File: src/rtl/arith_iter_unit.sv
// arith_iter_unit: add/sub/pass in one cycle, shift-add multiply
// one bit per cycle, valid/ready on both sides, one op in flight.
module arith_iter_unit #(
  parameter  int WIDTH = 4,
  localparam int RES_W = 2 * WIDTH
) (
  input  logic             clk,
  input  logic             rst_n,
  input  logic             in_valid,
  output logic             in_ready,
  input  logic [WIDTH-1:0] in_a,
  input  logic [WIDTH-1:0] in_b,
  input  logic [1:0]       in_op,
  output logic             out_valid,
  input  logic             out_ready,
  output logic [RES_W-1:0] out_res,
  output logic             out_busy
);

  localparam int CW = $clog2(WIDTH + 1);

  localparam logic [1:0] S_IDLE = 2'd0;
  localparam logic [1:0] S_MUL  = 2'd1;
  localparam logic [1:0] S_DONE = 2'd2;

  localparam logic [1:0] OP_ADD = 2'b00;
  localparam logic [1:0] OP_SUB = 2'b01;
  localparam logic [1:0] OP_MUL = 2'b10;

  logic [1:0]       state_q, state_d;
  logic [RES_W-1:0] acc_q, acc_d;
  logic [RES_W-1:0] mcand_q, mcand_d;
  logic [WIDTH-1:0] mplier_q, mplier_d;
  logic [CW-1:0]    cnt_q, cnt_d;
  logic [RES_W-1:0] res_q, res_d;

  logic [RES_W-1:0] a_ext, b_ext;
  logic [RES_W-1:0] fast_res;
  logic [RES_W-1:0] acc_step;

  assign a_ext = {{WIDTH{1'b0}}, in_a};
  assign b_ext = {{WIDTH{1'b0}}, in_b};

  // Single-cycle results; subtract wraps across the full result width
  always_comb begin
    fast_res = a_ext + b_ext;
    case (in_op)
      OP_ADD:  fast_res = a_ext + b_ext;
      OP_SUB:  fast_res = a_ext - b_ext;
      default: fast_res = {in_b, in_a};
    endcase
  end

  assign acc_step = acc_q + (mplier_q[0] ? mcand_q : '0);

  // Next-state: accept in IDLE, step in MUL, hold in DONE until taken
  always_comb begin
    state_d  = state_q;
    acc_d    = acc_q;
    mcand_d  = mcand_q;
    mplier_d = mplier_q;
    cnt_d    = cnt_q;
    res_d    = res_q;
    unique case (state_q)
      S_IDLE: begin
        if (in_valid) begin
          if (in_op == OP_MUL) begin
            acc_d    = '0;
            mcand_d  = a_ext;
            mplier_d = in_b;
            cnt_d    = CW'(WIDTH);
            state_d  = S_MUL;
          end else begin
            res_d   = fast_res;
            state_d = S_DONE;
          end
        end
      end
      S_MUL: begin
        acc_d    = acc_step;
        mcand_d  = mcand_q << 1;
        mplier_d = mplier_q >> 1;
        cnt_d    = cnt_q - CW'(1);
        if (cnt_q == CW'(1)) begin
          res_d   = acc_step;
          state_d = S_DONE;
        end
      end
      S_DONE: begin
        if (out_ready) state_d = S_IDLE;
      end
      default: state_d = S_IDLE;
    endcase
  end

  // State registers, cleared asynchronously
  always_ff @(posedge clk or negedge rst_n) begin
    if (!rst_n) begin
      state_q  <= S_IDLE;
      acc_q    <= '0;
      mcand_q  <= '0;
      mplier_q <= '0;
      cnt_q    <= '0;
      res_q    <= '0;
    end else begin
      state_q  <= state_d;
      acc_q    <= acc_d;
      mcand_q  <= mcand_d;
      mplier_q <= mplier_d;
      cnt_q    <= cnt_d;
      res_q    <= res_d;
    end
  end

  assign in_ready  = (state_q == S_IDLE);
  assign out_valid = (state_q == S_DONE);
  assign out_busy  = (state_q == S_MUL);
  assign out_res   = res_q;

endmodule

File: config.mk
export PLATFORM = sky130hd
export DESIGN_NAME = arith_iter_unit
export DESIGN_NICKNAME = d
export VERILOG_FILES = /design/src/rtl/arith_iter_unit.sv
export SDC_FILE = /design/constraint.sdc
export NUM_CORES = 1
export LEC_CHECK = 0
export ABC_AREA = 1
export CAP_MARGIN = 5
export CORE_MARGIN = 2
export CORE_UTILIZATION = 60
export DETAILED_ROUTE_END_ITERATION = 16
export PLACE_DENSITY = 0.85
export SLEW_MARGIN = 20
export SYNTH_ARGS = -nofsm -noshare
export SYNTH_HDL_FRONTEND = slang
export SYNTH_SLANG_ARGS = --single-unit
File: constraint.sdc
create_clock -name clk -period 2.67 [get_ports clk]
set_input_delay 0.267 -clock clk [delete_from_list [all_inputs] [get_ports clk]]
set_output_delay 0.267 -clock clk [all_outputs]
set_load 0.01 [all_outputs]
==> impl_metrics.csv, run 1 <==
group,metric,value,unit
outcome,status,"finished clean",
clock_network,clkTransAtPathRegs,110,ps
worst_setup_path,timing.rr.start,"state_q[0]$_DFFE_PN0P_",
floorplanning,rows,21,
worst_setup_path,rrSetupSlack,600,ps
cells_and_area,fin_cells,357,
cells_and_area,design_area,0.00248,mm2
cells_and_area,n_antenna_cell,0,
drt,drt_iter0_markers,129,
synthesis,synth_top_family_by_area,"simple AND/OR/NAND/NOR gates",
synthesis,synth-simple-area-share,0.277,
worst_setup_path,crit_slowest_cell,"clkdlybuf4s50_1",
synthesis,synth_compound_area_frac,0.116,
worst_setup_path,crit_chain,"clkdlybuf4s50_1 -> ha_1 -> inv_1 -> fa_1 -> nand2_1 -> inv_1 -> o21ai_0 -> nand4_1 -> nand2_1 -> nor2_1 -> a21oi_1",
synthesis,yosys_warnings,0,
cells_and_area,final_nets,344,
synthesis,synth_top_area_share,0.381,
power_and_ir_drop,ir_worst_vdd,492,uV
cells_and_area,layout_common_cells,"nand2_1 (80), inv_1 (38), dfrtp_1 (33)",
drt,antenna_violating_nets_post_route,0,
flow_run,max_cap_viol_count,0,
worst_setup_path,crit_path_end_kind,"register",
drt,vias,1951,
clock_network,numCtsBuffers,5,
clock_network,h-tree-depth,2,
timing,worstMarginPinSlew,884,ps
worst_setup_path,path_max_fanout,4,
timing,fmax,472,MHz
synthesis,syn_inst,286,
synthesis,yosys_register_bits,33,
synthesis,syn_avg_cell_area,7.57,um2
floorplanning,io-pin-count,25,
worst_setup_path,crit_start,"in_b[0]",
timing,finalClockSkew,7.52,ps
placement,postPlaceCellArea,0.00242,mm2
synthesis,synth_top_cell_by_area,"dfrtp_1",
timing,min_period,2120,ps
drt,drtPass1Iterations,5,
worst_setup_path,critPathLaunchType,"input port",
synthesis,yosysUniqueCellTypes,28,
placement,dp.cells,349,
drt,wl,4.75,mm
timing,fin_hold_ws,316,ps
power_and_ir_drop,power_frac_comb,0.488,
timing,finalMaxSlewViolations,0,
power_and_ir_drop,p_switching,996,uW
synthesis,netlist_area,0.00217,mm2
synthesis,synth_fa_ha_area_frac,0.126,
synthesis,seq_area_frac_synth,0.381,
power_and_ir_drop,p_leak,1.33,nW
clock_network,hold_buffers,0,
global_routing,grt_pass1_wl,8.18,mm
worst_setup_path,required,2950,ps
worst_setup_path,critPathArrivalTime,2390,ps
clock_network,cts_buffer_depth,2,
timing,finalSetupTns,0,ps
power_and_ir_drop,internal_power,1.30,mW
floorplanning,die_width,64.1,um
clock_network,cts_resized,0,
global_routing,grt_max_degree,34,
timing,worst_slew_margin_rel,0.408,
clock_network,cts_tree,"yes",
floorplanning,dieArea,0.00411,mm2
worst_setup_path,cp_slowest_stage_delay,570,ps
placement,dpl.hpwl,3.54,mm
power_and_ir_drop,p_per_area,927,mW/mm2
global_routing,antenna_found_initial,0,
placement,gp_congestion,0.879,
global_routing,track_usage,0.261,
floorplanning,initial_core_util,0.639,
clock_network,cts_setup_buffers,0,
synthesis,synth.area.top_cells,"dfrtp_1 (38%), nand2_1 (14%), ha_1 (9.8%)",
drt,via_per_inst,5.46,
power_and_ir_drop,p_sw_frac,0.433,
worst_setup_path,crit_type,"input port to register",
drt,drc_errors,0,
cells_and_area,utilization,0.732,
clock_network,cts_root_buf,"clkbuf_4",
global_routing,grt_remaining_overflow,0,
timing,finalHoldViolations,0,
synthesis,synthesis.nets,320,
floorplanning,coreArea,0.00339,mm2
placement,io_buffers,24,
clock_network,clock_latency,340,ps
power_and_ir_drop,p_clk_frac,0.125,
synthesis,synthXorXnorAreaFrac,0.00404,
clock_network,cts_sinks,33,
timing,min_period_over_period,0.793,
cells_and_area,fillers,277,
timing,setup_viol,0,
synthesis,synth.area.mux_share,0,
worst_setup_path,reg2reg_depth,6,
global_routing,grt_pass1_vias,1768,
power_and_ir_drop,power_frac_seq,0.388,
cells_and_area,final_common_cell,"nand2_1",
drt,avgRoutedWirePerCell,13.3,um
floorplanning,fp.dieH,64.1,um
timing,rsz0062_at_grt,"no",
cells_and_area,layout-drive-gt1-share,0.0643,
cells_and_area,syn2layout_area_growth,14.5,%
min_path,hp-class,"input port to async pin",
## cells in the mapped netlist
cell type	count
ha_1	17
nor2_1	22
nor2_8	1
dfrtp_1	33
o31ai_1	1
o21ai_1	1
a21oi_1	15
nor2_2	1
nand3_1	21
buf_6	1
nand2_2	2
nor2_4	1
fa_1	3
inv_2	3
o211ai_1	5
inv_1	38
o21a_1	1
o22ai_1	6
nor3_1	3
o21ai_0	10
nand2_1	80
buf_2	7
or2_2	2
buf_4	1
xor2_1	1
a31oi_1	5
nand4_1	3
nand3b_1	2
## worst max-delay path: cells and delay by family
kind | cells | cell delay [ps]
AO/OA/AOI/OAI | 2 | 440
AND/OR/NAND/NOR | 4 | 460
buffers and inverters | 3 | 680
adder cells (fa/ha/maj) | 2 | 560
## power by group through the flow
| stage | Sequential, mW | Clock [mW] | Combinational (mW) |
|---|---|---|---|
| after global placement | 0.893 | 0 | 1.09 |
| after global routing | 0.924 | 0.309 | 1.28 |
| after detailed placement | 0.903 | 0 | 1.12 |
| after CTS | 0.894 | 0.286 | 1.12 |
| after floorplan | 0.882 | 0 | 0.777 |
| final | 0.892 | 0.286 | 1.12 |
## flip-flops by register name (all words and copies together) (netlist names)
name and count:
acc_q 8, cnt_q 3, mcand_q 8, mplier_q 4, out_res 8, state_q 2
## worst paths after layout
check,end
min reg2reg,mcand_q[7]$_DFFE_PN0P_
max in group asynchronous,mcand_q[6]$_DFFE_PN0P_
max reg2reg,mcand_q[2]$_DFFE_PN0P_
max,out_res[7]$_DFFE_PN0P_
min,acc_q[3]$_DFFE_PN0P_
min in group clk,mcand_q[7]$_DFFE_PN0P_
## final cells by class
type,instances,area [um2],share of cell area
multi-input combinational,203,1130,0.457
clock buffer,5,37.5,0.0151
tap,46,57.6,0.0232
inverter,41,154,0.0621
sequential,33,826,0.333
clock inverter,3,17.5,0.00706
timing repair buffer,26,255,0.103
## routing by layer
metal  vias to the layer above  routed length, um  global-route usage  share of wire
li1                        971                  -                   -              -
met1                       878               2040               0.345           0.43
met2                        82               2220               0.421           0.47
met3                        20                337              0.0546          0.071
met4                         0                150               0.101          0.032
met5                         -                  0                   0              0
## metrics by stage
step	worst slack (ps)	power, mW
after CTS	591	2.30
final	553	2.30
after floorplan	902	1.66
after global routing	405	2.51
after global placement	387	1.99
after detailed placement	333	2.02
## cells by family after synthesis
family,count (synthesis)
xor gates and xnor gates,1
and+or+nand+nor,138
AOI/OAI and AO/OA,44
buffers and inverters,50
adders and majority gates,20
DFF,33
(Power assumes the default switching activity.)
==> run 2: changes to the inputs <==
--- a/config.mk
+++ b/config.mk
@@ -8,9 +8,9 @@
 export ABC_AREA = 1
 export CAP_MARGIN = 5
 export CORE_MARGIN = 2
-export CORE_UTILIZATION = 60
+export CORE_UTILIZATION = 51
 export DETAILED_ROUTE_END_ITERATION = 16
-export PLACE_DENSITY = 0.85
+export PLACE_DENSITY = 0.77
 export SLEW_MARGIN = 20
 export SYNTH_ARGS = -nofsm -noshare
 export SYNTH_HDL_FRONTEND = slang
==> constraint.sdc (replaced) <==
create_clock -name clk -period 1.9 [get_ports clk]
set_input_delay 0.19 -clock clk [delete_from_list [all_inputs] [get_ports clk]]
set_output_delay 0.19 -clock clk [all_outputs]
set_load 0.01 [all_outputs]
==> impl_metrics.csv, run 2 (synthesis gave the netlist of run 1 again) <==
group,metric,value,unit
outcome,status,"finished clean",
drt,antenna_violating_nets_post_route,0,
worst_setup_path,cp_slowest_stage_delay,450,ps
power_and_ir_drop,p_clk_frac,0.183,
clock_network,numCtsBuffers,5,
worst_setup_path,critPathArrivalTime,2010,ps
drt,via_per_inst,5.18,
timing,min_period,1810,ps
timing,finalHoldViolations,0,
floorplanning,rows,23,
global_routing,grt_max_degree,34,
global_routing,grt_pass1_vias,1912,
power_and_ir_drop,p_sw_frac,0.392,
global_routing,antenna_found_initial,0,
clock_network,cts_buffer_depth,2,
floorplanning,coreArea,0.00406,mm2
global_routing,grt_pass1_wl,8.60,mm
flow_run,max_cap_viol_count,0,
clock_network,cts_tree,"yes",
power_and_ir_drop,p_leak,1.44,nW
timing,finalClockSkew,6.46,ps
floorplanning,die_width,69.2,um
global_routing,track_usage,0.223,
worst_setup_path,crit_slowest_cell,"dfrtp_2",
min_path,hp-class,"input port to async pin",
worst_setup_path,critPathLaunchType,"register",
clock_network,clkTransAtPathRegs,70,ps
floorplanning,dieArea,0.00478,mm2
drt,vias,1970,
drt,wl,4.88,mm
cells_and_area,fin_cells,380,
power_and_ir_drop,power_frac_comb,0.475,
floorplanning,io-pin-count,25,
placement,gp_congestion,0.877,
placement,io_buffers,24,
clock_network,clock_latency,280,ps
cells_and_area,final_common_cell,"nand2_1",
worst_setup_path,critPathTopFamily,"adder cells",
cells_and_area,layout_common_cells,"nand2_1 (79), inv_1 (38), dfrtp_1 (32)",
placement,dpl.hpwl,3.76,mm
power_and_ir_drop,power_frac_seq,0.342,
power_and_ir_drop,p_per_area,1350,mW/mm2
cells_and_area,utilization,0.678,
drt,drt_iter0_markers,141,
worst_setup_path,crit_type,"register to register",
floorplanning,initial_core_util,0.534,
timing,min_period_over_period,0.952,
clock_network,h-tree-depth,2,
timing,setup_viol,0,
timing,fmax,553,MHz
worst_setup_path,required,2100,ps
clock_network,cts_sinks,33,
clock_network,hold_buffers,0,
timing,worstMarginPinSlew,415,ps
cells_and_area,fillers,335,
cells_and_area,n_antenna_cell,0,
placement,dp.cells,367,
worst_setup_path,path_max_fanout,6,
timing,worst_slew_margin_rel,0.724,
power_and_ir_drop,internal_power,2.25,mW
worst_setup_path,crit_chain,"nand2_1 -> inv_1 -> ha_2 -> fa_2 -> nand3_2 -> nand2_2 -> a21oi_2 -> o21ai_2 -> nand2_1 -> inv_1 -> a21oi_1",
global_routing,grt_remaining_overflow,0,
cells_and_area,layout-drive-gt1-share,0.155,
power_and_ir_drop,p_switching,1.45,mW
worst_setup_path,crit_path_end_kind,"register",
cells_and_area,final_nets,363,
drt,drc_errors,0,
drt,avgRoutedWirePerCell,12.8,um
clock_network,cts_root_buf,"clkbuf_8",
power_and_ir_drop,ir_worst_vdd,776,uV
floorplanning,fp.dieH,69.2,um
cells_and_area,syn2layout_area_growth,27.0,%
timing,finalMaxSlewViolations,0,
drt,drtPass1Iterations,4,
worst_setup_path,crit_buf_inv,2,
==> run 2: cell count changes in the layout (fill, tap and decap cells not counted), moves of 2 or more <==
cell and delta:
ha_4 +2, clkbuf_4 -5, a21oi_2 +3, ha_1 -4, nand3_1 -2, buf_4 +19
ha_2 +2, clkbuf_8 +6, a21oi_1 -3, clkinv_2 -2, nand3_2 +2
==> run 2: worst register-to-register path, delay by kind of cell, from the launching register on <==
family / cells / cell delay (ps)
AND/OR/NAND/NOR: 4 / 300
AO/OA/AOI/OAI: 3 / 330
flip-flops: 1 / 450
buffers and inverters: 2 / 80
adder cells (fa/ha/maj): 2 / 580
==> run 2: path summary, 6_finish.rpt <==
path | from | slack, ps | to | depth (start not counted)
hold reg to reg | cnt_q[2]$_DFFE_PN0P_ | 490 | cnt_q[2]$_DFFE_PN0P_ | 2
setup reg to reg | mplier_q[0]$_DFFE_PN0P_ | 90 | out_res[4]$_DFFE_PN0P_ | 11
min in group clk | cnt_q[2]$_DFFE_PN0P_ | 490 | cnt_q[2]$_DFFE_PN0P_ | 2
setup / recovery | mplier_q[0]$_DFFE_PN0P_ | 90 | out_res[4]$_DFFE_PN0P_ | 11
max in group asynchronous | rst_n | 1270 | mplier_q[0]$_DFFE_PN0P_ | 2
hold / removal | rst_n | 310 | out_res[3]$_DFFE_PN0P_ | 2
==> run 2: timing repair <==
action | CTS | global route
endpoints found under the setup margin | 0 | 8
buffers inserted | 0 | 5
resized for setup | 0 | 14
==> run 2: cell type report <==
| class | count | area [um2] | share of cell area |
|---|---|---|---|
| Clock buffer | 7 | 86.3 | 0.0314 |
| Inverter | 41 | 154 | 0.0560 |
| Clock inverter | 1 | 30.0 | 0.0109 |
| Timing Repair Buffer | 45 | 398 | 0.145 |
| Tap cell | 50 | 62.6 | 0.0227 |
| Sequential cell | 33 | 827 | 0.301 |
| Multi-Input combinational cell | 203 | 1190 | 0.434 |
==> run 2: metrics by stage <==
step | instance area [um2] | TNS (ps) | power (mW) | setup WS, ps | hold slack [ps]
2_1_floorplan | 2170 | 0 | 2.33 | 132 | -106
3_3_place_gp | 2530 | -642 | 2.87 | -172 | 464
3_5_place_dp | 2530 | -836 | 2.92 | -205 | 469
4_1_cts | 2650 | 0 | 3.61 | 2.07 | 335
5_1_grt | 2750 | -11.2 | 4.04 | -11.2 | 360
6_report | 2750 | 0 | 3.71 | 91.5 | 315
==> run 2: power groups by stage <==
stage | clock network, mW | registers [mW] | logic, mW
6_report | 0.678 | 1.27 | 1.76
5_1_grt | 0.730 | 1.31 | 2.00
4_1_cts | 0.692 | 1.26 | 1.66
3_5_place_dp | 0 | 1.27 | 1.65
3_3_place_gp | 0 | 1.25 | 1.62
2_1_floorplan | 0 | 1.24 | 1.09
==> run 2: routing by layer <==
metal	vias up	wire length (um)	track usage
met3	8	150	0.0424
met1	921	2290	0.291
li1	1009	-	-
met4	0	68	0.0697
met5	-	0	0
met2	32	2370	0.376
